### config.mk
export PLATFORM = sky130hd
export DESIGN_NAME = sprite_draw_scheduler_flat
export DESIGN_NICKNAME = d
export VERILOG_FILES = /design/src/rtl/sprite_draw_scheduler_if.sv /design/src/rtl/sprite_draw_scheduler.sv /design/src/flat_wrapper.sv
export SDC_FILE = /design/constraint.sdc
export NUM_CORES = 1
export LEC_CHECK = 0
export BUFFER_PORTS_ARGS = -buffer_cell sky130_fd_sc_hd__buf_2
export CORE_MARGIN = 4
export CORE_UTILIZATION = 35
export DETAILED_ROUTE_END_ITERATION = 10
export PLACE_DENSITY = 0.66
export RECOVER_POWER = 50
export SLEW_MARGIN = 20
export SYNTH_ARGS = -nofsm -noshare
export SYNTH_HDL_FRONTEND = slang
export SYNTH_SLANG_ARGS = --single-unit
### constraint.sdc
create_clock -name clk -period 2.6 [get_ports clk]
set_input_delay 0.13 -clock clk [delete_from_list [all_inputs] [get_ports clk]]
set_output_delay 0.13 -clock clk [all_outputs]
set_load 0.005 [all_outputs]
### src/rtl/sprite_draw_scheduler_if.sv
// rtl/sprite_draw_scheduler_if.sv - requester and VGA signal bundle for the sprite draw scheduler
interface sprite_draw_scheduler_if;
  logic [3:0]  req;
  logic [31:0] old_x;
  logic [27:0] old_y;
  logic [31:0] new_x;
  logic [27:0] new_y;
  logic [11:0] colour;
  logic [3:0]  ack;
  logic        busy;
  logic [7:0]  vga_x;
  logic [6:0]  vga_y;
  logic [2:0]  vga_colour;
  logic        vga_plot;

  modport master (
    output req, old_x, old_y, new_x, new_y, colour,
    input  ack, busy, vga_x, vga_y, vga_colour, vga_plot
  );

  modport slave (
    input  req, old_x, old_y, new_x, new_y, colour,
    output ack, busy, vga_x, vga_y, vga_colour, vga_plot
  );
endinterface

### src/rtl/sprite_draw_scheduler.sv
// rtl/sprite_draw_scheduler.sv - round-robin erase+redraw of four sprites onto a VGA pixel port
module sprite_draw_scheduler #(
  parameter int         SPRITE_W  = 4,
  parameter int         SPRITE_H  = 4,
  parameter logic [2:0] BG_COLOUR = 3'b000
) (
  input logic                    clk,
  input logic                    resetn,
  sprite_draw_scheduler_if.slave bus
);

  typedef enum logic [1:0] {S_IDLE, S_ERASE, S_DRAW, S_ACK} state_t;

  localparam logic [2:0] COL_LAST = 3'(SPRITE_W - 1);
  localparam logic [2:0] ROW_LAST = 3'(SPRITE_H - 1);

  state_t     r_state, w_next;
  logic [2:0] r_col, r_row;
  logic [1:0] r_grant, r_last;
  logic [7:0] r_ox, r_nx;
  logic [6:0] r_oy, r_ny;
  logic [2:0] r_colour;

  logic [1:0] w_pick;
  logic       w_found;
  logic [7:0] w_ox, w_nx;
  logic [6:0] w_oy, w_ny;
  logic [2:0] w_colour;
  logic       w_scan, w_scan_end;
  logic [7:0] w_px;
  logic [6:0] w_py;

  // Search begins one past the last grant; offset 4 wraps back to the last grant itself.
  always_comb begin
    w_found = 1'b0;
    w_pick  = r_last;
    for (int k = 1; k <= 4; k++) begin
      if (!w_found && bus.req[r_last + 2'(k)]) begin
        w_found = 1'b1;
        w_pick  = r_last + 2'(k);
      end
    end
  end

  always_comb begin
    w_ox     = '0;
    w_oy     = '0;
    w_nx     = '0;
    w_ny     = '0;
    w_colour = '0;
    for (int i = 0; i < 4; i++) begin
      if (w_pick == 2'(i)) begin
        w_ox     = bus.old_x[8*i +: 8];
        w_oy     = bus.old_y[7*i +: 7];
        w_nx     = bus.new_x[8*i +: 8];
        w_ny     = bus.new_y[7*i +: 7];
        w_colour = bus.colour[3*i +: 3];
      end
    end
  end

  assign w_scan     = (r_state == S_ERASE) || (r_state == S_DRAW);
  assign w_scan_end = (r_col == COL_LAST) && (r_row == ROW_LAST);
  assign w_px       = ((r_state == S_ERASE) ? r_ox : r_nx) + {5'b0, r_col};
  assign w_py       = ((r_state == S_ERASE) ? r_oy : r_ny) + {4'b0, r_row};

  always_comb begin
    w_next = r_state;
    case (r_state)
      S_IDLE:  if (w_found)    w_next = S_ERASE;
      S_ERASE: if (w_scan_end) w_next = S_DRAW;
      S_DRAW:  if (w_scan_end) w_next = S_ACK;
      default:                 w_next = S_IDLE;
    endcase
  end

  always_ff @(posedge clk) begin
    if (!resetn) begin
      r_state  <= S_IDLE;
      r_col    <= '0;
      r_row    <= '0;
      r_grant  <= '0;
      r_last   <= 2'd3;
      r_ox     <= '0;
      r_oy     <= '0;
      r_nx     <= '0;
      r_ny     <= '0;
      r_colour <= '0;
    end else begin
      r_state <= w_next;
      if (r_state == S_IDLE) begin
        if (w_found) begin
          r_grant  <= w_pick;
          r_last   <= w_pick;
          r_ox     <= w_ox;
          r_oy     <= w_oy;
          r_nx     <= w_nx;
          r_ny     <= w_ny;
          r_colour <= w_colour;
          r_col    <= '0;
          r_row    <= '0;
        end
      end else if (w_scan) begin
        // Row-major scan; both counters fall back to zero at the end of each pass.
        if (r_col == COL_LAST) begin
          r_col <= '0;
          r_row <= (r_row == ROW_LAST) ? 3'd0 : r_row + 3'd1;
        end else begin
          r_col <= r_col + 3'd1;
        end
      end
    end
  end

  assign bus.busy       = (r_state != S_IDLE);
  assign bus.ack        = (r_state == S_ACK) ? (4'b0001 << r_grant) : 4'b0000;
  assign bus.vga_x      = w_scan ? w_px : 8'd0;
  assign bus.vga_y      = w_scan ? w_py : 7'd0;
  assign bus.vga_colour = (r_state == S_ERASE) ? BG_COLOUR :
                          (r_state == S_DRAW)  ? r_colour  : 3'd0;
  assign bus.vga_plot   = w_scan && (w_px < 8'd160) && (w_py < 7'd120);

endmodule

### src/flat_wrapper.sv
// flat-port wrapper written by rule: the top's interface ports become plain ports
module sprite_draw_scheduler_flat 
#(
  parameter int         SPRITE_W  = 4,
  parameter int         SPRITE_H  = 4,
  parameter logic [2:0] BG_COLOUR = 3'b000
)
  (clk, resetn, bus_req, bus_old_x, bus_old_y, bus_new_x, bus_new_y, bus_colour, bus_ack, bus_busy, bus_vga_x, bus_vga_y, bus_vga_colour, bus_vga_plot);
  sprite_draw_scheduler_if bus_i ();
  input logic clk;
  input logic resetn;
  input wire logic [$bits(bus_i.req)-1:0] bus_req;
  input wire logic [$bits(bus_i.old_x)-1:0] bus_old_x;
  input wire logic [$bits(bus_i.old_y)-1:0] bus_old_y;
  input wire logic [$bits(bus_i.new_x)-1:0] bus_new_x;
  input wire logic [$bits(bus_i.new_y)-1:0] bus_new_y;
  input wire logic [$bits(bus_i.colour)-1:0] bus_colour;
  output wire logic [$bits(bus_i.ack)-1:0] bus_ack;
  output wire logic [$bits(bus_i.busy)-1:0] bus_busy;
  output wire logic [$bits(bus_i.vga_x)-1:0] bus_vga_x;
  output wire logic [$bits(bus_i.vga_y)-1:0] bus_vga_y;
  output wire logic [$bits(bus_i.vga_colour)-1:0] bus_vga_colour;
  output wire logic [$bits(bus_i.vga_plot)-1:0] bus_vga_plot;
  assign bus_i.req = bus_req;
  assign bus_i.old_x = bus_old_x;
  assign bus_i.old_y = bus_old_y;
  assign bus_i.new_x = bus_new_x;
  assign bus_i.new_y = bus_new_y;
  assign bus_i.colour = bus_colour;
  assign bus_ack = bus_i.ack;
  assign bus_busy = bus_i.busy;
  assign bus_vga_x = bus_i.vga_x;
  assign bus_vga_y = bus_i.vga_y;
  assign bus_vga_colour = bus_i.vga_colour;
  assign bus_vga_plot = bus_i.vga_plot;
  sprite_draw_scheduler #(.SPRITE_W(SPRITE_W), .SPRITE_H(SPRITE_H), .BG_COLOUR(BG_COLOUR)) u_core (.clk(clk), .resetn(resetn), .bus(bus_i));
endmodule
### Yosys cells after proc, flatten, opt, wreduce, memory -nomap -nowiden

Index checks and enable logic that the tools add are counted.

| cells by class | value |
|---|---|
| $add $sub $neg | 7 |
| magnitude comparators | 6 |
| equal/unequal tests | 11 |
| shifts and indexed selects | 1 |
| multiplexer cells | 55 |
| reduce and logical (&&, ||, !) cells | 19 |

Operator list:

| kind | count |
|---|---|
| $mux 8 | 10 |
| $mux 7 | 10 |
| $mux 3 | 14 |
| $mux 2 | 7 |
| $lt 2x3->1 const B | 4 |
| $add 8x3->8 | 1 |
| $bmux 1 s2 | 4 |
| $eq 2x2->1 const B | 4 |
| $lt 8x8->1 const B | 1 |
| $mux 1 | 8 |
| $add 7x3->7 | 1 |
| $lt 7x7->1 const B | 1 |
| $add 3x1->3 const B | 2 |
| $eq 3x2->1 const B | 2 |
| $logic_and 1x1->1 | 6 |
| $ne 2x1->1 const B | 3 |
| $pmux 2 s3 | 1 |
| $reduce_and 3->1 | 2 |
| $reduce_bool 2->1 | 3 |
| $add 2x2->2 const B | 2 |
| $eq 2x1->1 const B | 2 |
| $logic_not 2->1 | 2 |
| $mux 4 | 1 |
| $reduce_and 2->1 | 2 |
| 4 further kinds | 6 |

| word-level totals | value |
|---|---|
| register bits | 45 |

### Longest topological paths before layout

Gate-level depths: netlist (run 1).

| depth | value |
|---|---|
| depth in word-level cells | 18 |
| mapped depth | 13 |

### Worst setup path before layout (run 1)

Ideal clock, no wire load.

| timing | value |
|---|---|
| path kind | reg-to-output |
| from | register u_core.r_state[1] |
| to | output bus_vga_plot |
| data arrival time | 2675 ps |
| setup slack | -205 ps |
| stages on the path, launching flop included | 14 |
| path through | dfxtp_1 > inv_1 > ha_1 > buf_4 > buf_1 > mux2_2 > ha_1 > inv_1 > fa_1 > nor2b_1 > o221ai_1 > xor2_1 > nor2_1 > o221a_2 |

| on the way | value |
|---|---|
| word-level cells in the longest chain between the ends | 6 |

RTL lines:

| element | RTL line | text |
|---|---|---|
| start: declaration | sprite_draw_scheduler.sv:17 | `state_t r_state, w_next;` |
| start signal: assignment | sprite_draw_scheduler.sv:90 | `r_state <= w_next;` |
| $eq 2x1->1 | sprite_draw_scheduler.sv:62, sprite_draw_scheduler.sv:64, sprite_draw_scheduler.sv:65 |  |
| $mux 8 | sprite_draw_scheduler.sv:64 | `assign w_px = ((r_state == S_ERASE) ? r_ox : r_nx) + {5'b0, r_col};` |
| $add 8x3->8 | sprite_draw_scheduler.sv:64 |  |
| $lt 8x8->1 | sprite_draw_scheduler.sv:121 | `assign bus.vga_plot = w_scan && (w_px < 8'd160) && (w_py < 7'd120);` |
| $logic_and 1x1->1 | sprite_draw_scheduler.sv:121 |  |
| $logic_and 1x1->1 (*) | sprite_draw_scheduler.sv:121 |  |
| end: declaration | flat_wrapper.sv:23 | `output wire logic [$bits(bus_i.vga_plot)-1:0] bus_vga_plot;` |

Mark *: on every way between the ends. The rest lies on a longest branch, timed or not.

### Final worst setup path (run 1)

Same ends and word-level chain as after synthesis.

==> impl_metrics.yaml, run 1 <==
grt:
  grt_pass1_wl_um: 16900
  grt_pass1_vias: 3658
  grt_max_degree: 29
  antenna_found_initial: 0
  overflow: 0
  grt_usage_pct: 18.1
timing:
  relSlewSlack_pct: 54.8
  period_needed_ns: 2.85
  fin_worst_skew_ns: 0.0107
  maxSlewViolCount: 0
  holdWs_ns: 0.115
  rsz0062_at_grt: "yes"
  timing.fmax_mhz: 351
  tns_ns: -0.654
  fin_crit_sh_pct: 109
  tightest_slew_ns: 0.677
  setup_ws_ns: -0.245
  setup_viol: 5
  hold_violations: 0
detailed_routing:
  firstDrtPassIters: 4
  viasPerCell: 5.25
  drc: 0
  routed_wl_um: 11100
  wl_per_cell_um: 15.7
  antenna_left: 0
  dr_total_vias: 3740
  drtIter0Drc: 201
outcome:
  violations: "setup timing"
  status: "complete, but fails checks"
floorplan:
  row_count: 35
  die_x_um: 107
  io_pins: 162
  chipHeight_um: 107
  coreArea_um2: 9330
  design.die.area_um2: 11300
  start_util_pct: 36.4
worst_setup_path:
  critPathTopFamily: "adder cells"
  worstRegToRegCells: 9
  regToRegSetupSlack_ns: 0.49
  path_cells: "inv_2 -> ha_4 -> buf_4 -> mux2_4 -> ha_4 -> inv_2 -> fa_2 -> nor2b_4 -> o21bai_4 -> xor2_1 -> nand2_1 -> o221a_2 -> buf_6"
  worst_path_largest_cell_delay_ns: 0.38
  worstPathBufferInverterCount: 4
  arrival_ns: 2.72
  cpMaxStageDelayCell: "fa_2"
  worstPathRequired_ns: 2.47
  criticalPathCategory: "reg2out"
  rr_startpoint: "u_core.r_state[0]"
  start_kind: "flop"
  rr_endpoint: "u_core.r_nx[3]"
  critPathCaptureType: "primary output"
  cp_max_fo: 5
power:
  vdd_ir_drop_max_v: 0.000345
  p_leak_nw: 2.11
  powerDensity_nw_per_um2: 956
clock_tree:
  clock_tree.root_cell: "clkbuf_8"
  clk_pin_slew_ns: 0.09
  clkLatencyLatePin_ns: 0.31
  cts_tree: "built"
  numClockSinks: 45
  numCtsBuffers: 5
  clockBufferDepth: 2
  hold_buffers: 0
  ctsHtreeMaxLevel: 2
final_layout:
  finalCoreUtilization_pct: 51.2
  syn_to_final_growth_pct: 40.6
  design_area_um2: 4780
  antenna_cells: 0
  layout.nets: 735
  drive_gt1_share_pct: 44.9
synthesis:
  synth_edf_count: 0
  synth-seq-area-share_pct: 26.5
  yosys.cell_types.count: 58
  synthTopCellsByCount: "dfxtp_1, nand2_1, nor2_1, o22ai_1, o21ai_1"
  synthesis.nets: 566
  yosysWarnings: 0
  avgSynthCellArea_um2: 8.23
  synth_top_area_share_pct: 26.5
  synth_seq_cells: 45
  yosys.area.top_type: "dfxtp_1"
  synth_flop_cell: "dfxtp_1"
  netlist_instances: 413
  syn_area_um2: 3400
  synthTopCellsByArea: "dfxtp_1, o31ai_2, o22ai_1, mux2i_1, ha_1"
  synth.most_common_cell: "dfxtp_1"
  synthArstFlopShare_pct: 0
min_path:
  hold_start: "bus_new_y[18]"
  min_delay_worst_endpoint: "u_core.r_ny[4]"
  whs_path_depth: 3
  hold_path.class: "in2reg"
placement:
  post-dp-hpwl_um: 8480
  place_area_um2: 4340
  gp_congestion: 0.824
  portBuffers: 161
  dp_slack_ns: -0.0136
job:
  maxCapViolations: 0
## where the power goes
part	switching (mW)	internal [mW]	total, mW
clock network	0.252	0.313	0.565
registers	0.288	0.997	1.29
logic	1.45	1.27	2.72
total	1.99	2.58	4.57
## registers in the layout, summed over array words and instances, names as in the netlist
| register | flops |
|---|---|
| u_core.r_state | 2 |
| u_core.r_colour | 3 |
| u_core.r_col | 3 |
| u_core.r_last | 2 |
| u_core.r_row | 3 |
| u_core.r_ny | 7 |
| u_core.r_oy | 7 |
| u_core.r_nx | 8 |
| u_core.r_grant | 2 |
| u_core.r_ox | 8 |
## layer usage
metal / routed length, um / global-route usage [%] / vias to the layer above
met2: 5680 / 31.9 / 101
li1: - / - / 1847
met4: 151 / 4.75 / 0
met5: 0 / 0 / -
met3: 556 / 3.70 / 14
met1: 4760 / 22.3 / 1778
## placed cells by master (no fill, tap or decap), types with 3 or more instances in the layout
master and instances:
mux2i_1 17, a21oi_1 9, o22ai_1 29, buf_6 4, nor2b_1 10, ha_1 6, xnor2_1 5, inv_1 5
clkbuf_8 6, nand2_1 40, and2_1 15, mux2_4 6, buf_4 23, nor2_1 39, o31ai_2 20, and3_1 4
nand3_1 5, a221oi_1 5, buf_2 160, dfxtp_1 44, nand2b_1 5, a21boi_0 12, xor2_1 3, o21ai_0 20
o31ai_1 8, o21ai_1 21, inv_2 5, ha_4 7
## worst max-delay path by stage
| stage | cells after the start | slack (ns) | endpoint | startpoint |
|---|---|---|---|---|
| floorplan | 13 | 0.007 | bus_vga_plot | u_core.r_state[1] |
| global placement | 12 | 0.08 | bus_vga_plot | u_core.r_state[1] |
| detailed placement | 12 | -0.01 | bus_vga_plot | u_core.r_state[1] |
| CTS | 11 | -0.1 | bus_vga_plot | u_core.r_state[1] |
| global route | 12 | -0.35 | bus_vga_plot | u_core.r_state[0] |
| finish | 13 | -0.25 | bus_vga_plot | u_core.r_state[1] |
## cell type report
type	count	area, um2
Fill cell	907	4550
Multi-Input combinational cell	333	2540
Timing Repair Buffer	187	1020
Sequential cell	45	902
Tap cell	129	161
Clock buffer	6	82.6
Clock inverter	2	37.5
Inverter	10	37.5
## kinds of logic (layout without fill, tap and decap cells)
family / Yosys count / in the layout / synth area share (%)
muxes: 24 / 24 / 7.33
and+or+nand+nor: 139 / 139 / 20.2
xor gates and xnor gates: 9 / 9 / 2.32
adders and majority gates: 15 / 15 / 5.96
AOI/OAI and AO/OA: 146 / 146 / 32.7
buffers and inverters: 35 / 205 / 5.04
DFF: 45 / 45 / 26.5
## repair_timing
item | in CTS | in global routing
pin swaps | 10 | 16
buffers inserted | 5 | 7
gates resized for setup | 26 | 18
gates cloned | 0 | 0
setup endpoints to repair | 10 | 9
## worst register-to-register path, cell delays in order (launching register included)
cell and delay, ns:
dfxtp_1 0.36, buf_4 0.17, inv_1 0.09, ha_1 0.29, inv_2 0.15, a21oi_2 0.14, and2_1 0.13, buf_4 0.28
o21ai_0 0.15, o31ai_1 0.25
## per-stage QoR
step | power, mW | instances
5_1_grt | 4.91 | 712
3_3_place_gp | 3.61 | 692
2_1_floorplan | 2.98 | 413
6_report | 4.57 | 712
3_5_place_dp | 3.66 | 692
4_1_cts | 4.40 | 705
Note: power is estimated with default switching activity, not from simulation.
==> run 2, diff against run 1 <==
BUFFER_PORTS_ARGS = -buffer_cell sky130_fd_sc_hd__buf_4   (was -buffer_cell sky130_fd_sc_hd__buf_2)
==> run 2 against run 1 <==
Compared with the run above:
- hold slack about the same
- clock skew decreased by 0.0016 ns
- setup slack improved by 0.095 ns
- sequential power barely moved
- power decreased by 2.7%
- routed wire length shrank 0.48%
- clock-buffer cell count unchanged
- maximum frequency increased by 3.5%
- via count decreased by 0.86%
- cell count down 0.56%
- combinational power about the same
- the run still ends with setup timing left
- die area unchanged
==> impl_metrics.yaml, run 2 (synthesis gave the netlist of run 1 again) <==
final_layout:
  antenna_cells: 0
  layout_commonest_cell: "buf_4"
  design_area_um2: 5080
  drive_gt1_share_pct: 44.0
  reg_top3: "u_core.r_nx: 8 flops, u_core.r_ox: 8 flops"
  final_cell_mix: "buf_4, dfxtp_1, nand2_1, nor2_1, o22ai_1"
  syn_to_final_growth_pct: 49.5
  layout.nets: 731
timing:
  fin_worst_skew_ns: 0.00916
  rsz0062_at_grt: "yes"
  hold_violations: 0
  holdWs_ns: 0.115
  setup_viol: 3
  fin_crit_sh_pct: 106
  timing.fmax_mhz: 364
  relSlewSlack_pct: 53.6
  tightest_slew_ns: 0.695
  tns_ns: -0.303
  setup_ws_ns: -0.150
  period_needed_ns: 2.75
  maxSlewViolCount: 0
min_path:
  hold_start: "resetn"
  hold_path.class: "in2reg"
job:
  maxCapViolations: 0
power:
  vdd_ir_drop_max_v: 0.000317
  power.total_mw: 4.44
  powerDensity_nw_per_um2: 874
  p_leak_nw: 2.17
placement:
  place_area_um2: 4740
  gp_congestion: 0.873
  dp_slack_ns: -0.0694
  post-dp-hpwl_um: 8700
  portBuffers: 161
detailed_routing:
  wl_per_cell_um: 15.7
  drtIter0Drc: 144
  drc: 0
  viasPerCell: 5.24
  dr_total_vias: 3708
  routed_wl_um: 11100
  firstDrtPassIters: 6
  antenna_left: 0
grt:
  grt_pass1_wl_um: 17400
  grt_max_degree: 30
  grt_usage_pct: 18.8
  overflow: 0
  antenna_found_initial: 0
  grt_pass1_vias: 3726
worst_setup_path:
  start_kind: "flop"
  rr_startpoint: "u_core.r_state[0]"
  critPathCaptureType: "primary output"
  arrival_ns: 2.62
  regToRegSetupSlack_ns: 0.14
  criticalPathCategory: "reg2out"
  crit_start: "u_core.r_state[1]"
  cp_max_fo: 8
  worstPathRequired_ns: 2.47
outcome:
  status: "complete, but fails checks"
  violations: "setup timing"
clock_tree:
  numClockSinks: 45
  clock_tree.root_cell: "clkbuf_8"
  clkLatencyLatePin_ns: 0.30
  clockBufferDepth: 2
  cts_tree: "built"
  hold_buffers: 0
  clk_pin_slew_ns: 0.10
  ctsHtreeMaxLevel: 2
  numCtsBuffers: 5
floorplan:
  chipHeight_um: 107
  die_x_um: 107
  io_pins: 162
  start_util_pct: 36.4
  row_count: 35
  design.die.area_um2: 11300
  coreArea_um2: 9330
run 2: changes by cell type in the layout (fill, tap and decap cells not counted), sizes merged:
cell / delta
clkbuf: +6
buf: -10
bufinv: -1
clkinvlp: +1
run 2: routing by layer:
layer	vias to the layer above	track usage (%)	part of all wire, %
li1	1839	-	-
met1	1747	22.9	42
met2	104	33.3	51
met3	18	3.95	5.0
met4	0	5.11	1.7
met5	-	0	0
run 2: worst paths after layout:
kind,to,cells after the start
min,u_core.r_last[0],2
min reg2reg,u_core.r_nx[1],2
max,bus_vga_x[4],14
max reg2reg,u_core.r_ox[2],9
run 2: critical path, cell delays in order, from the launching register on:
cell and delay (ns):
dfxtp_2 0.34, inv_2 0.07, ha_4 0.20, mux2_4 0.32, ha_4 0.16, inv_2 0.05
fa_2 0.21, nor2b_4 0.05, buf_4 0.13, buf_6 0.10, buf_6 0.11, o21ai_2 0.13
xor2_1 0.18, and2_1 0.16, buf_6 0.10
run 2: repair_timing:
action	in CTS	in global routing
gates resized for setup	26	17
endpoints found under the setup margin	11	10
setup buffers	7	3
pin swaps	9	7
run 2: final cells by class:
class                   count  area (um2)
fillers                   869        4250
clock buffers               6        72.6
multi-input cells         333        2510
well taps                 129         161
flip-flops and latches     45         902
inverters                  10        37.5
clock inverters             2        15.0
repair buffers            183        1380
run 2: power by group:
group          total, mW  leakage (nW)  switching [mW]  internal, mW
Sequential          1.28         0.373           0.287         0.997
Combinational       2.70          1.76            1.41          1.29
Clock              0.455        0.0374           0.265         0.190
Total               4.44          2.17            1.96          2.48
run 2: metrics by stage:
| step | cells | utilization [%] |
|---|---|---|
| after global placement | 691 | 50.8 |
| after detailed placement | 691 | 50.9 |
| after CTS | 706 | 53.7 |
| after floorplan | 413 | - |
| after global routing | 708 | 54.5 |
| final | 708 | 54.5 |
